[src/rtl/msdf_otf_converter.sv]
// -----------------------------------------------------------------------------
// msdf_otf_converter
//
// Purpose:
//   Converts the most-significant-digit-first radix-2 signed-digit product
//   stream of the MSDF serial-parallel multiplier into an (N+1)-bit
//   two's-complement word. On-the-fly conversion keeps two candidate words:
//     Q  : the value of the digits received so far
//     QM : that value minus one LSB at the current digit position
//   Each incoming digit selects one of them and appends a bit, so no
//   carry-propagate addition is needed. The full result is ready one cycle
//   after the last digit.
//
// Ports:
//   clk           system clock, rising edge
//   rst           synchronous reset, active high (wins over start)
//   start         one-cycle pulse, clears Q/QM/count and arms a conversion
//   zj[1:0]       signed digit (R2_POS_ONE / R2_ZERO / R2_NEG_ONE)
//   zj_valid      zj is valid this cycle (multiplier's ready_Zj)
//   result[N:0]   sum(z_j * 2^-j) * 2^N, held until the next completion
//   result_valid  one-cycle pulse when result has been updated
//   busy          high while digits are being accumulated
//   digit_err     sticky: an unused zj code was accepted
// -----------------------------------------------------------------------------

`ifndef R2_POS_ONE
`define R2_POS_ONE 2'b01
`endif
`ifndef R2_ZERO
`define R2_ZERO 2'b00
`endif
`ifndef R2_NEG_ONE
`define R2_NEG_ONE 2'b11
`endif

module msdf_otf_converter #(
  parameter int N = 8
) (
  input  logic         clk,
  input  logic         rst,
  input  logic         start,
  input  logic [1:0]   zj,
  input  logic         zj_valid,
  output logic [N:0]   result,
  output logic         result_valid,
  output logic         busy,
  output logic         digit_err
);

  localparam int CW = (N > 1) ? $clog2(N) : 1;
  localparam logic [CW-1:0] CNT_ZERO = {CW{1'b0}};
  localparam logic [CW-1:0] CNT_ONE  = CW'(1);
  localparam logic [CW-1:0] CNT_LAST = CW'(N - 1);

  typedef enum logic [1:0] {
    ST_IDLE = 2'b00,
    ST_ACC  = 2'b01,
    ST_DONE = 2'b10
  } state_t;

  state_t          state_r;
  logic [CW-1:0]   count_r;
  // Only the low N bits of Q and QM are stored: the MSB of each would be
  // shifted out by the next digit, and the final digit's full (N+1)-bit
  // word is taken straight from q_next_s into result.
  logic [N-1:0]    q_r;
  logic [N-1:0]    qm_r;
  logic [N:0]      result_r;
  logic            result_valid_r;
  logic            busy_r;
  logic            digit_err_r;

  logic [N:0]      q_next_s;
  logic [N:0]      qm_next_s;
  logic            bad_code_s;
  logic            accept_s;
  logic            last_digit_s;

  // Flags a digit code that is none of the three legal encodings.
  function automatic logic is_unused_code(input logic [1:0] code);
    logic unused;
    case (code)
      `R2_POS_ONE: unused = 1'b0;
      `R2_ZERO:    unused = 1'b0;
      `R2_NEG_ONE: unused = 1'b0;
      default:     unused = 1'b1;
    endcase
    return unused;
  endfunction

  // On-the-fly selection: next Q/QM words for the digit on zj.
  always_comb begin
    q_next_s   = {q_r,  1'b0};
    qm_next_s  = {qm_r, 1'b1};
    bad_code_s = is_unused_code(zj);
    case (zj)
      `R2_POS_ONE: begin
        q_next_s  = {q_r, 1'b1};
        qm_next_s = {q_r, 1'b0};
      end
      `R2_ZERO: begin
        q_next_s  = {q_r,  1'b0};
        qm_next_s = {qm_r, 1'b1};
      end
      `R2_NEG_ONE: begin
        q_next_s  = {qm_r, 1'b1};
        qm_next_s = {qm_r, 1'b0};
      end
      default: begin
        // Unused code is absorbed as a zero digit; digit_err records it.
        q_next_s  = {q_r,  1'b0};
        qm_next_s = {qm_r, 1'b1};
      end
    endcase
  end

  // Digit acceptance: only in ACC, and a coincident start discards the digit.
  always_comb begin
    if ((state_r == ST_ACC) && zj_valid && !start) begin
      accept_s = 1'b1;
    end else begin
      accept_s = 1'b0;
    end
    if (count_r == CNT_LAST) begin
      last_digit_s = 1'b1;
    end else begin
      last_digit_s = 1'b0;
    end
  end

  // Control FSM, Q/QM shift registers and registered outputs.
  always_ff @(posedge clk) begin
    if (rst) begin
      state_r        <= ST_IDLE;
      count_r        <= CNT_ZERO;
      q_r            <= {N{1'b0}};
      qm_r           <= {N{1'b1}};
      result_r       <= {(N+1){1'b0}};
      result_valid_r <= 1'b0;
      busy_r         <= 1'b0;
      digit_err_r    <= 1'b0;
    end else if (start) begin
      // Start from any state; a DONE-cycle pulse has already been presented.
      state_r        <= ST_ACC;
      count_r        <= CNT_ZERO;
      q_r            <= {N{1'b0}};
      qm_r           <= {N{1'b1}};
      result_valid_r <= 1'b0;
      busy_r         <= 1'b1;
      digit_err_r    <= 1'b0;
    end else begin
      result_valid_r <= 1'b0;
      case (state_r)
        ST_IDLE: begin
          state_r <= ST_IDLE;
        end
        ST_ACC: begin
          if (accept_s) begin
            q_r     <= q_next_s[N-1:0];
            qm_r    <= qm_next_s[N-1:0];
            count_r <= count_r + CNT_ONE;
            if (bad_code_s) begin
              digit_err_r <= 1'b1;
            end
            if (last_digit_s) begin
              // Result captured at the accepting edge so it is valid
              // throughout the DONE cycle alongside result_valid.
              state_r        <= ST_DONE;
              count_r        <= CNT_ZERO;
              result_r       <= q_next_s;
              result_valid_r <= 1'b1;
              busy_r         <= 1'b0;
            end
          end
        end
        ST_DONE: begin
          state_r <= ST_IDLE;
          busy_r  <= 1'b0;
        end
        default: begin
          state_r <= ST_IDLE;
          busy_r  <= 1'b0;
        end
      endcase
    end
  end

  assign result       = result_r;
  assign result_valid = result_valid_r;
  assign busy         = busy_r;
  assign digit_err    = digit_err_r;

endmodule

[config.mk]
export PLATFORM = sky130hd
export DESIGN_NAME = msdf_otf_converter
export DESIGN_NICKNAME = d
export VERILOG_FILES = /design/src/rtl/msdf_otf_converter.sv
export SDC_FILE = /design/constraint.sdc
export NUM_CORES = 1
export LEC_CHECK = 0
export CAP_MARGIN = 20
export CORE_MARGIN = 5
export CORE_UTILIZATION = 57
export CTS_CLUSTER_SIZE = 24
export DETAILED_ROUTE_END_ITERATION = 12
export MAX_ROUTING_LAYER = met4
export PLACE_DENSITY = 0.82
export SLEW_MARGIN = 20
export SYNTH_ARGS = -nofsm -noshare
export SYNTH_HDL_FRONTEND = slang
export SYNTH_SLANG_ARGS = --single-unit
[constraint.sdc]
create_clock -name clk -period 3.9 [get_ports clk]
set_input_delay 0.78 -clock clk [delete_from_list [all_inputs] [get_ports clk]]
set_output_delay 0.78 -clock clk [all_outputs]
set_load 0.005 [all_outputs]
==> results.sh, run 1 <==
export IMPL_syn_area_per_cell_sq_um=9.472
export IMPL_drv_cap=0
export IMPL_hold_viol_final=0
export IMPL_cts_buffers=5
export IMPL_syn_num_nets=150
export IMPL_end_kind="flip-flop"
export IMPL_synth_cell_types=26
export IMPL_drt_first_pass_iters=4
export IMPL_tightest_slew_ps=783.1
export IMPL_p_switching_mw=0.1425
export IMPL_intPower_mw=0.5111
export IMPL_ys_seq_area_share_pct=49.12
export IMPL_relSlewSlack_pct=47.68
export IMPL_min_from="count_r[2]"
export IMPL_clockRootBuffer="clkbuf_4"
export IMPL_finalPower_mw=0.6536
export IMPL_tritoncts="yes"
export IMPL_synth_top_area_share_pct=49.12
export IMPL_outcome="complete, no violations"
export IMPL_areaGrowthSynthToFinish_pct=18.42
export IMPL_finalSetupViolCount=0
export IMPL_clkTransAtPathRegs_ps=100
export IMPL_coreArea_sq_um=2233
export IMPL_drive_gt1_share_pct=6.289
export IMPL_dr_total_vias=1089
export IMPL_cts_setup_buffers=0
export IMPL_fin_tns_setup_ps=0
export IMPL_dp_hpwl_um=1885
export IMPL_grt_pass1_vias=1065
export IMPL_r2r_start="count_r[0]"
export IMPL_ys_seq_elements=33
export IMPL_diodes=0
export IMPL_ir_worst_vdd_v=0.0003228
export IMPL_clock_skew_ps=5.157
export IMPL_clkPwrFrac_pct=41.1
export IMPL_nets=166
export IMPL_finalInstanceArea_sq_um=1593
export IMPL_p_comb_share_pct=6.4
export IMPL_io_buffers=17
export IMPL_grt_max_degree=27
export IMPL_first_iter_violations=18
export IMPL_cp_start_kind="primary input"
export IMPL_cts_buffer_depth=2
export IMPL_setup_worst_path_class="in -> reg"
export IMPL_ctsResizeCount=0
export IMPL_hold_path_class="reg -> reg"
export IMPL_post_drt_via_cell_ratio=5.824
export IMPL_ios=18
export IMPL_final_cell_mix="dfxtp_1, a21oi_1, clkdlybuf4s50_1"
export IMPL_synthCells=142
export IMPL_slew_violations=0
export IMPL_place_congestion=0.7563
export IMPL_place_area_sq_um=1508
export IMPL_syn_area_sq_um=1345
export IMPL_switching_share_pct=21.80
export IMPL_hold_buffers=0
export IMPL_period_share_pct=59.30
export IMPL_max_freq_mhz=432.4
export IMPL_critPathRequiredTime_ps=4120
export IMPL_seqPwrFrac_pct=52.6
export IMPL_clk_latency_ps=340
export IMPL_die_width_um=58.58
export IMPL_ant_nets=0
export IMPL_die_height_um=58.58
export IMPL_yosysWarnings=0
export IMPL_cts_sinks=33
export IMPL_placementRows=17
export IMPL_period_needed_ps=2313
export IMPL_powerDensity_nw_per_um2=410.4
export IMPL_synthTopCellsByArea="dfxtp_1, mux2i_1, a21oi_1"
export IMPL_crit_fanout=16
export IMPL_overflow=0
export IMPL_htreeDepth=2
export IMPL_crit_arrival_ps=2530
export IMPL_startpoint="rst"
export IMPL_grt_pass1_wl_um=4761
export IMPL_power_leakage_nw=0.5859
export IMPL_final_common_cell="dfxtp_1"
export IMPL_antenna_found_initial=0
export IMPL_track_usage_pct=19.04
export IMPL_wl_per_cell_um=15.11
export IMPL_start_util_pct=60.22
export IMPL_drc_errors=0
export IMPL_rsz0062_at_grt="false"
export IMPL_wl_um=2825
export IMPL_die_area_sq_um=3431
export IMPL_yosys_area_top_type="dfxtp_1"
==> Yosys cell counts <==
cell,n
dfxtp_1,33
a21oi_1,26
mux2i_1,15
o21ai_0,9
a211oi_1,8
nand2_1,8
nor2_1,7
nor3_1,7
a31oi_1,3
nor2b_1,3
and2_1,2
buf_2,2
buf_4,2
clkbuf_1,2
clkbuf_2,2
ha_1,2
inv_1,2
and4bb_2,1
nand2b_1,1
nand3_1,1
nand3b_1,1
nand4b_1,1
nand4bb_1,1
nor3b_4,1
or2_2,1
or3_1,1
==> registers in the layout, summed over array words and instances, names as in the netlist <==
register / count
qm_r: 8
result_valid: 1
digit_err: 1
result: 9
q_r: 8
state_r: 2
busy: 1
count_r: 3
==> final timing paths <==
path	endpoint	slack, ps	cells after the start
min	count_r[2]	470	2
max	qm_r[6]	1590	4
max reg2reg	result[0]	2010	5
min reg2reg	count_r[2]	470	2
==> power by group through the flow <==
stage / sequential [mW] / combinational (mW) / clock, mW
2_1_floorplan: 0.350 / 0.0274 / 0
6_report: 0.344 / 0.0417 / 0.268
3_5_place_dp: 0.351 / 0.0408 / 0
5_1_grt: 0.344 / 0.0454 / 0.291
4_1_cts: 0.343 / 0.0412 / 0.268
3_3_place_gp: 0.351 / 0.0401 / 0
==> kinds of logic after synthesis <==
| logic type | Yosys count | synth area share [%] |
|---|---|---|
| AOI/OAI and AO/OA | 46 | 18.88 |
| and+or+nand+nor | 36 | 15.26 |
| DFF | 33 | 49.12 |
| muxes | 15 | 11.16 |
| buffers and inverters | 10 | 3.721 |
| adders and majority gates | 2 | 1.860 |
==> per-stage QoR <==
step / cells / util (%) / setup WS, ps / hold WS, ps
6_report: 187 / 71.32 / 1587 / 469.6
5_1_grt: 187 / 71.32 / 1511 / 490.3
3_5_place_dp: 179 / 67.51 / 1255 / 455.7
2_1_floorplan: 142 / - / 2268 / 435.6
4_1_cts: 187 / 71.32 / 1616 / 469.8
3_3_place_gp: 179 / 67.51 / 1342 / 444.2
==> critical path, cell delays in order <==
cell and delay (ps):
clkdlybuf4s50_1 680, or2_2 530, nor2_1 410, a21oi_1 140
==> layout make-up <==
type	instances	area [sq um]
repair buffers	17	170.2
clock inverters	1	30.03
flip-flops and latches	33	660.6
clock buffers	7	55.05
multi-input cells	99	634.4
fillers	172	640.6
inverters	2	7.507
well taps	28	35.03
==> per-layer routing <==
metal	part of all wire, %	vias up	track usage [%]
li1	-	545	-
met1	46	501	21.62
met2	44	32	27.59
met3	6.3	11	8.553
met4	3.4	0	11.00
met5	0	-	-
Note: power is estimated with default switching activity, not from simulation.
==> run 2: changes to the inputs <==
--- a/config.mk
+++ b/config.mk
@@ -7,11 +7,11 @@
 export LEC_CHECK = 0
 export CAP_MARGIN = 20
 export CORE_MARGIN = 5
-export CORE_UTILIZATION = 57
+export CORE_UTILIZATION = 53
 export CTS_CLUSTER_SIZE = 24
 export DETAILED_ROUTE_END_ITERATION = 12
 export MAX_ROUTING_LAYER = met4
-export PLACE_DENSITY = 0.82
+export PLACE_DENSITY = 0.77
 export SLEW_MARGIN = 20
 export SYNTH_ARGS = -nofsm -noshare
 export SYNTH_HDL_FRONTEND = slang
==> constraint.sdc (replaced) <==
create_clock -name clk -period 2.3 [get_ports clk]
set_input_delay 0.46 -clock clk [delete_from_list [all_inputs] [get_ports clk]]
set_output_delay 0.46 -clock clk [all_outputs]
set_load 0.005 [all_outputs]
==> run 2 against run 1 <==
Effect of this change: non-clock buffer count increased by 6; largest cell class unchanged; sequential share of layout area fell by 0.83 points; via count is essentially flat.
==> results.sh, run 2 (synthesis gave the netlist of run 1 again) <==
export IMPL_outcome="complete, no violations"
export IMPL_diodes=0
export IMPL_cp_cell_sequence="clkdlybuf4s50_1, and4bb_2, o21ai_0, a21oi_1"
export IMPL_largest_reg_flops=9
export IMPL_grt_pass1_wl_um=4671
export IMPL_ir_worst_vdd_v=0.0004521
export IMPL_min_from="count_r[2]"
export IMPL_drc_errors=0
export IMPL_setup_worst_path_class="in -> reg"
export IMPL_placementRows=18
export IMPL_crit_fanout=26
export IMPL_cp_num_buf_inv=1
export IMPL_final_cell_mix="dfxtp_1, a21oi_1, clkdlybuf4s50_1"
export IMPL_crit_arrival_ps=1980
export IMPL_coreArea_sq_um=2455
export IMPL_utilization_pct=66.21
export IMPL_met1_length_um=1289
export IMPL_wl_um=2730
export IMPL_die_width_um=60.38
export IMPL_dp_hpwl_um=2017
export IMPL_first_iter_violations=20
export IMPL_r2r_start="count_r[0]"
export IMPL_drv_cap=0
export IMPL_antenna_found_initial=0
export IMPL_htreeDepth=2
export IMPL_overflow=0
export IMPL_final_common_cell="dfxtp_1"
export IMPL_wl_per_cell_um=14.00
export IMPL_cts_buffer_depth=2
export IMPL_drt_first_pass_iters=4
export IMPL_relSlewSlack_pct=67.46
export IMPL_nets=172
export IMPL_finalSetupViolCount=0
export IMPL_wl_met2_um=1217
export IMPL_startpoint="start"
export IMPL_track_usage_pct=18.30
export IMPL_areaGrowthSynthToFinish_pct=20.84
export IMPL_drive_gt1_share_pct=10.30
export IMPL_die_height_um=60.38
export IMPL_tightest_slew_ps=486.3
export IMPL_rsz0062_at_grt="false"
export IMPL_wl_met3_um=176
export IMPL_cts_buffers=5
export IMPL_max_stage_delay_ps=670
export IMPL_crit_path_top_delay_cell="and4bb_2"
export IMPL_post_drt_via_cell_ratio=5.579
export IMPL_period_share_pct=73.96
export IMPL_die_area_sq_um=3645
export IMPL_tritoncts="yes"
export IMPL_cp_start_kind="primary input"
export IMPL_clkTransAtPathRegs_ps=100
export IMPL_hold_viol_final=0
export IMPL_cts_setup_buffers=0
export IMPL_hold_path_class="reg -> reg"
export IMPL_clockRootBuffer="clkbuf_4"
export IMPL_place_congestion=0.7719
export IMPL_io_buffers=17
export IMPL_start_util_pct=54.79
export IMPL_fin_tns_setup_ps=0
export IMPL_hold_buffers=0
export IMPL_critPathRequiredTime_ps=2580
export IMPL_grt_pass1_vias=1006
export IMPL_grt_max_degree=27
export IMPL_powerDensity_nw_per_um2=633.4
export IMPL_end_kind="flip-flop"
export IMPL_period_needed_ps=1701
export IMPL_ant_nets=0
export IMPL_critPathTopFamily="simple AND/OR/NAND/NOR gates"
export IMPL_dr_total_vias=1088
export IMPL_ios=18
export IMPL_max_freq_mhz=587.8
export IMPL_clock_skew_ps=13.04
export IMPL_ctsResizeCount=0
export IMPL_slew_violations=0
export IMPL_clk_latency_ps=340
export IMPL_cts_sinks=33
export IMPL_power_leakage_nw=0.6111
export IMPL_top_layer="met4"
-- run 2: changes by cell type in the layout (fill, tap and decap cells not counted) --
cell	before	now
clkbuf_8	1	2
clkinv_2	0	1
buf_4	0	6
bufinv_16	1	0
clkbuf_1	1	0
-- run 2: tightest hold or removal path: stages, from the launching register on --
cell and delay (ps):
dfxtp_1 330, nand2_1 50, a21oi_1 50
-- run 2: area by class of cell --
| type | instances | area, sq um |
|---|---|---|
| Tap cell | 30 | 37.54 |
| Fill cell | 212 | 829.5 |
| Clock buffer | 7 | 65.06 |
| Sequential cell | 33 | 660.6 |
| Inverter | 2 | 7.507 |
| Timing Repair Buffer | 23 | 215.2 |
| Clock inverter | 1 | 5.005 |
| Multi-Input combinational cell | 99 | 634.4 |
-- run 2: metal layers --
layer  up-vias  track usage (%)
met5         -                -
met4         0            7.595
met3         5            7.872
met2        26            26.70
met1       500            22.06
li1        557                -
-- run 2: where the power goes --
part           internal (mW)  leakage (nW)  switching, mW
combinational         0.0349         0.303         0.0403
clock                  0.177        0.0413          0.195
sequential             0.577         0.267        0.00517
total                  0.789         0.611          0.240
-- run 2: final timing paths --
kind / slack (ps) / cells past startpoint / endpoint
max: 600 / 4 / q_r[2]
min: 470 / 2 / count_r[2]
max reg2reg: 730 / 5 / result[7]
min reg2reg: 470 / 2 / count_r[2]
-- run 2: metrics by stage --
stage | power [mW] | hold WS (ps) | setup slack (ps) | cells | area (sq um)
4_1_cts | 1.039 | 471.6 | 582.5 | 195 | 1625
3_3_place_gp | 0.6688 | 441.1 | 310.1 | 187 | 1555
2_1_floorplan | 0.6407 | 435.6 | 754.1 | 142 | 1345
5_1_grt | 1.071 | 499.9 | 425.7 | 195 | 1625
3_5_place_dp | 0.6708 | 457.8 | 212.6 | 187 | 1555
6_report | 1.029 | 468.8 | 598.8 | 195 | 1625
==> run 3: changes to the inputs <==
==> constraint.sdc (replaced) <==
create_clock -name clk -period 1.6 [get_ports clk]
set_input_delay 0.32 -clock clk [delete_from_list [all_inputs] [get_ports clk]]
set_output_delay 0.32 -clock clk [all_outputs]
set_load 0.005 [all_outputs]
==> run 3 against run 2 <==
Effect of this change: flip-flop and latch count is the same; wire length grew 10%; first-iteration DRC count grew to 3.5 times the previous value; non-clock buffer count grew 10; clock skew shrank 3.5 ps; register-to-register slack lost 670 ps; largest cell class unchanged.
==> results.sh, run 3 (synthesis gave the netlist of run 1 again) <==
export IMPL_clkPwrFrac_pct=31.1
export IMPL_final_common_cell="dfxtp_1"
export IMPL_cp_cell_sequence="ha_1, ha_2, and2_1, and2_1, buf_4, a211oi_1"
export IMPL_rrSetupSlack_ps=60
export IMPL_grtUsageMet3_pct=4.468
export IMPL_coreArea_sq_um=2455
export IMPL_grt_busiest_layer="met2"
export IMPL_critPathRequiredTime_ps=1850
export IMPL_slew_violations=0
export IMPL_cp_num_buf_inv=1
export IMPL_r2r_start="count_r[0]"
export IMPL_ant_nets=0
export IMPL_clock_skew_ps=9.542
export IMPL_track_usage_pct=18.71
export IMPL_cts_sinks=33
export IMPL_end_kind="flip-flop"
export IMPL_fin_tns_setup_ps=0
export IMPL_dp_hpwl_um=2115
export IMPL_outcome="complete, no violations"
export IMPL_cts_buffer_depth=2
export IMPL_relSlewSlack_pct=77.90
export IMPL_finalSetupViolCount=0
export IMPL_min_from="count_r[1]"
export IMPL_crit_arrival_ps=1790
export IMPL_largest_reg_flops=9
export IMPL_tightest_slew_ps=322.3
export IMPL_wl_per_cell_um=14.71
export IMPL_max_freq_mhz=648.4
export IMPL_setup_worst_path_class="reg -> reg"
export IMPL_areaGrowthSynthToFinish_pct=28.74
export IMPL_die_width_um=60.38
export IMPL_place_congestion=0.8218
export IMPL_cpMostUsedCell="and2_1"
export IMPL_clockRootBuffer="clkbuf_4"
export IMPL_multiInputGateArea_sq_um=646.9
export IMPL_nets=182
export IMPL_hold_path_class="reg -> reg"
export IMPL_overflow=0
export IMPL_period_share_pct=96.39
export IMPL_finalInstanceArea_sq_um=1732
export IMPL_first_iter_violations=70
export IMPL_intPower_mw=1.066
export IMPL_post_drt_via_cell_ratio=5.585
export IMPL_seqPwrFrac_pct=59.2
export IMPL_startpoint="count_r[0]"
export IMPL_cts_buffers=5
export IMPL_start_util_pct=54.79
export IMPL_antenna_found_initial=0
export IMPL_clkTransAtPathRegs_ps=100
export IMPL_drive_gt1_share_pct=16.57
export IMPL_placementRows=18
export IMPL_drc_errors=0
export IMPL_drv_cap=0
export IMPL_cp_start_kind="flip-flop"
export IMPL_crit_path_top_delay_cell="dfxtp_1"
export IMPL_regArea_sq_um=660.6
export IMPL_htreeDepth=2
export IMPL_period_needed_ps=1542
export IMPL_rsz0062_at_grt="false"
export IMPL_hold_viol_final=0
export IMPL_utilization_pct=70.54
export IMPL_die_height_um=60.38
export IMPL_switching_share_pct=24.60
export IMPL_grt_pass1_wl_um=4885
export IMPL_diodes=0
export IMPL_tritoncts="yes"
export IMPL_fin_hold_ws_ps=468.3
export IMPL_crit_fanout=8
export IMPL_max_stage_delay_ps=330
export IMPL_instances_no_fill=205
export IMPL_ir_worst_vdd_v=0.0005907
export IMPL_wl_um=3015
export IMPL_grt_max_degree=27
export IMPL_use_met1_pct=23.07
export IMPL_power_leakage_nw=0.6642
export IMPL_critPathTopFamily="adder cells"
export IMPL_place_area_sq_um=1668
export IMPL_ios=18
export IMPL_clk_latency_ps=330
export IMPL_final_cell_mix="dfxtp_1, a21oi_1, clkdlybuf4s50_1"
export IMPL_p_comb_share_pct=9.7
export IMPL_place_inst=197
export IMPL_die_area_sq_um=3645
export IMPL_dr_total_vias=1145
export IMPL_grtUsageMet2_pct=28.55
export IMPL_drt_first_pass_iters=4
export IMPL_powerDensity_nw_per_um2=816.6
export IMPL_p_switching_mw=0.3478
export IMPL_fillCellCount=193
export IMPL_grt_pass1_vias=1081
export IMPL_io_buffers=17
## run 3: cell count changes in the layout (fill, tap and decap cells not counted), sizes merged
| cell | change |
|---|---|
| clkinv | +1 |
| buf | +10 |
| clkbuf | -1 |
## run 3: layout make-up
class                           count  area share, %
Sequential cell                    33          38.15
Multi-Input combinational cell     99          37.36
Clock inverter                      2         0.5780
Tap cell                           30          2.168
Timing Repair Buffer               33          18.93
Clock buffer                        6          2.384
Inverter                            2         0.4335
## run 3: worst paths after layout
check / endpoint / cells past startpoint
max reg2reg: result[7] / 6
min reg2reg: count_r[1] / 2
min: count_r[1] / 2
max: result[7] / 6
## run 3: worst reg2reg max path, delay by kind of cell, from the launching register on
family          cells  cell delay (ps)
fa+ha+maj           2              420
flops               1              330
simple gates        2              310
compound gates      1              240
buf+inv             1              160
## run 3: power by group through the flow
stage               Combinational (mW)  Clock, mW  Sequential (mW)
detailed placement               0.133          0            0.856
finish                           0.137      0.440            0.837
floorplan                       0.0667          0            0.854
global placement                 0.130          0            0.855
global route                     0.148      0.491            0.839
CTS                              0.134      0.452            0.837
## run 3: per-stage QoR
stage	power (mW)	worst slack, ps
after detailed placement	0.9892	-142.5
after floorplan	0.9210	54.10
after CTS	1.422	31.78
after global placement	0.9852	-105.2
after global routing	1.477	7.191
final	1.414	57.83
## run 3: layer usage
layer,vias up,wire length (um)
li1,576,-
met1,535,1441
met2,28,1371
met3,6,159
met4,0,43
met5,-,0
## run 3: timing repair
item / CTS / global route
hold buffers: 0 / 0
setup endpoints to repair: 0 / 7
buffers inserted: 0 / 0
resized for setup: 0 / 3
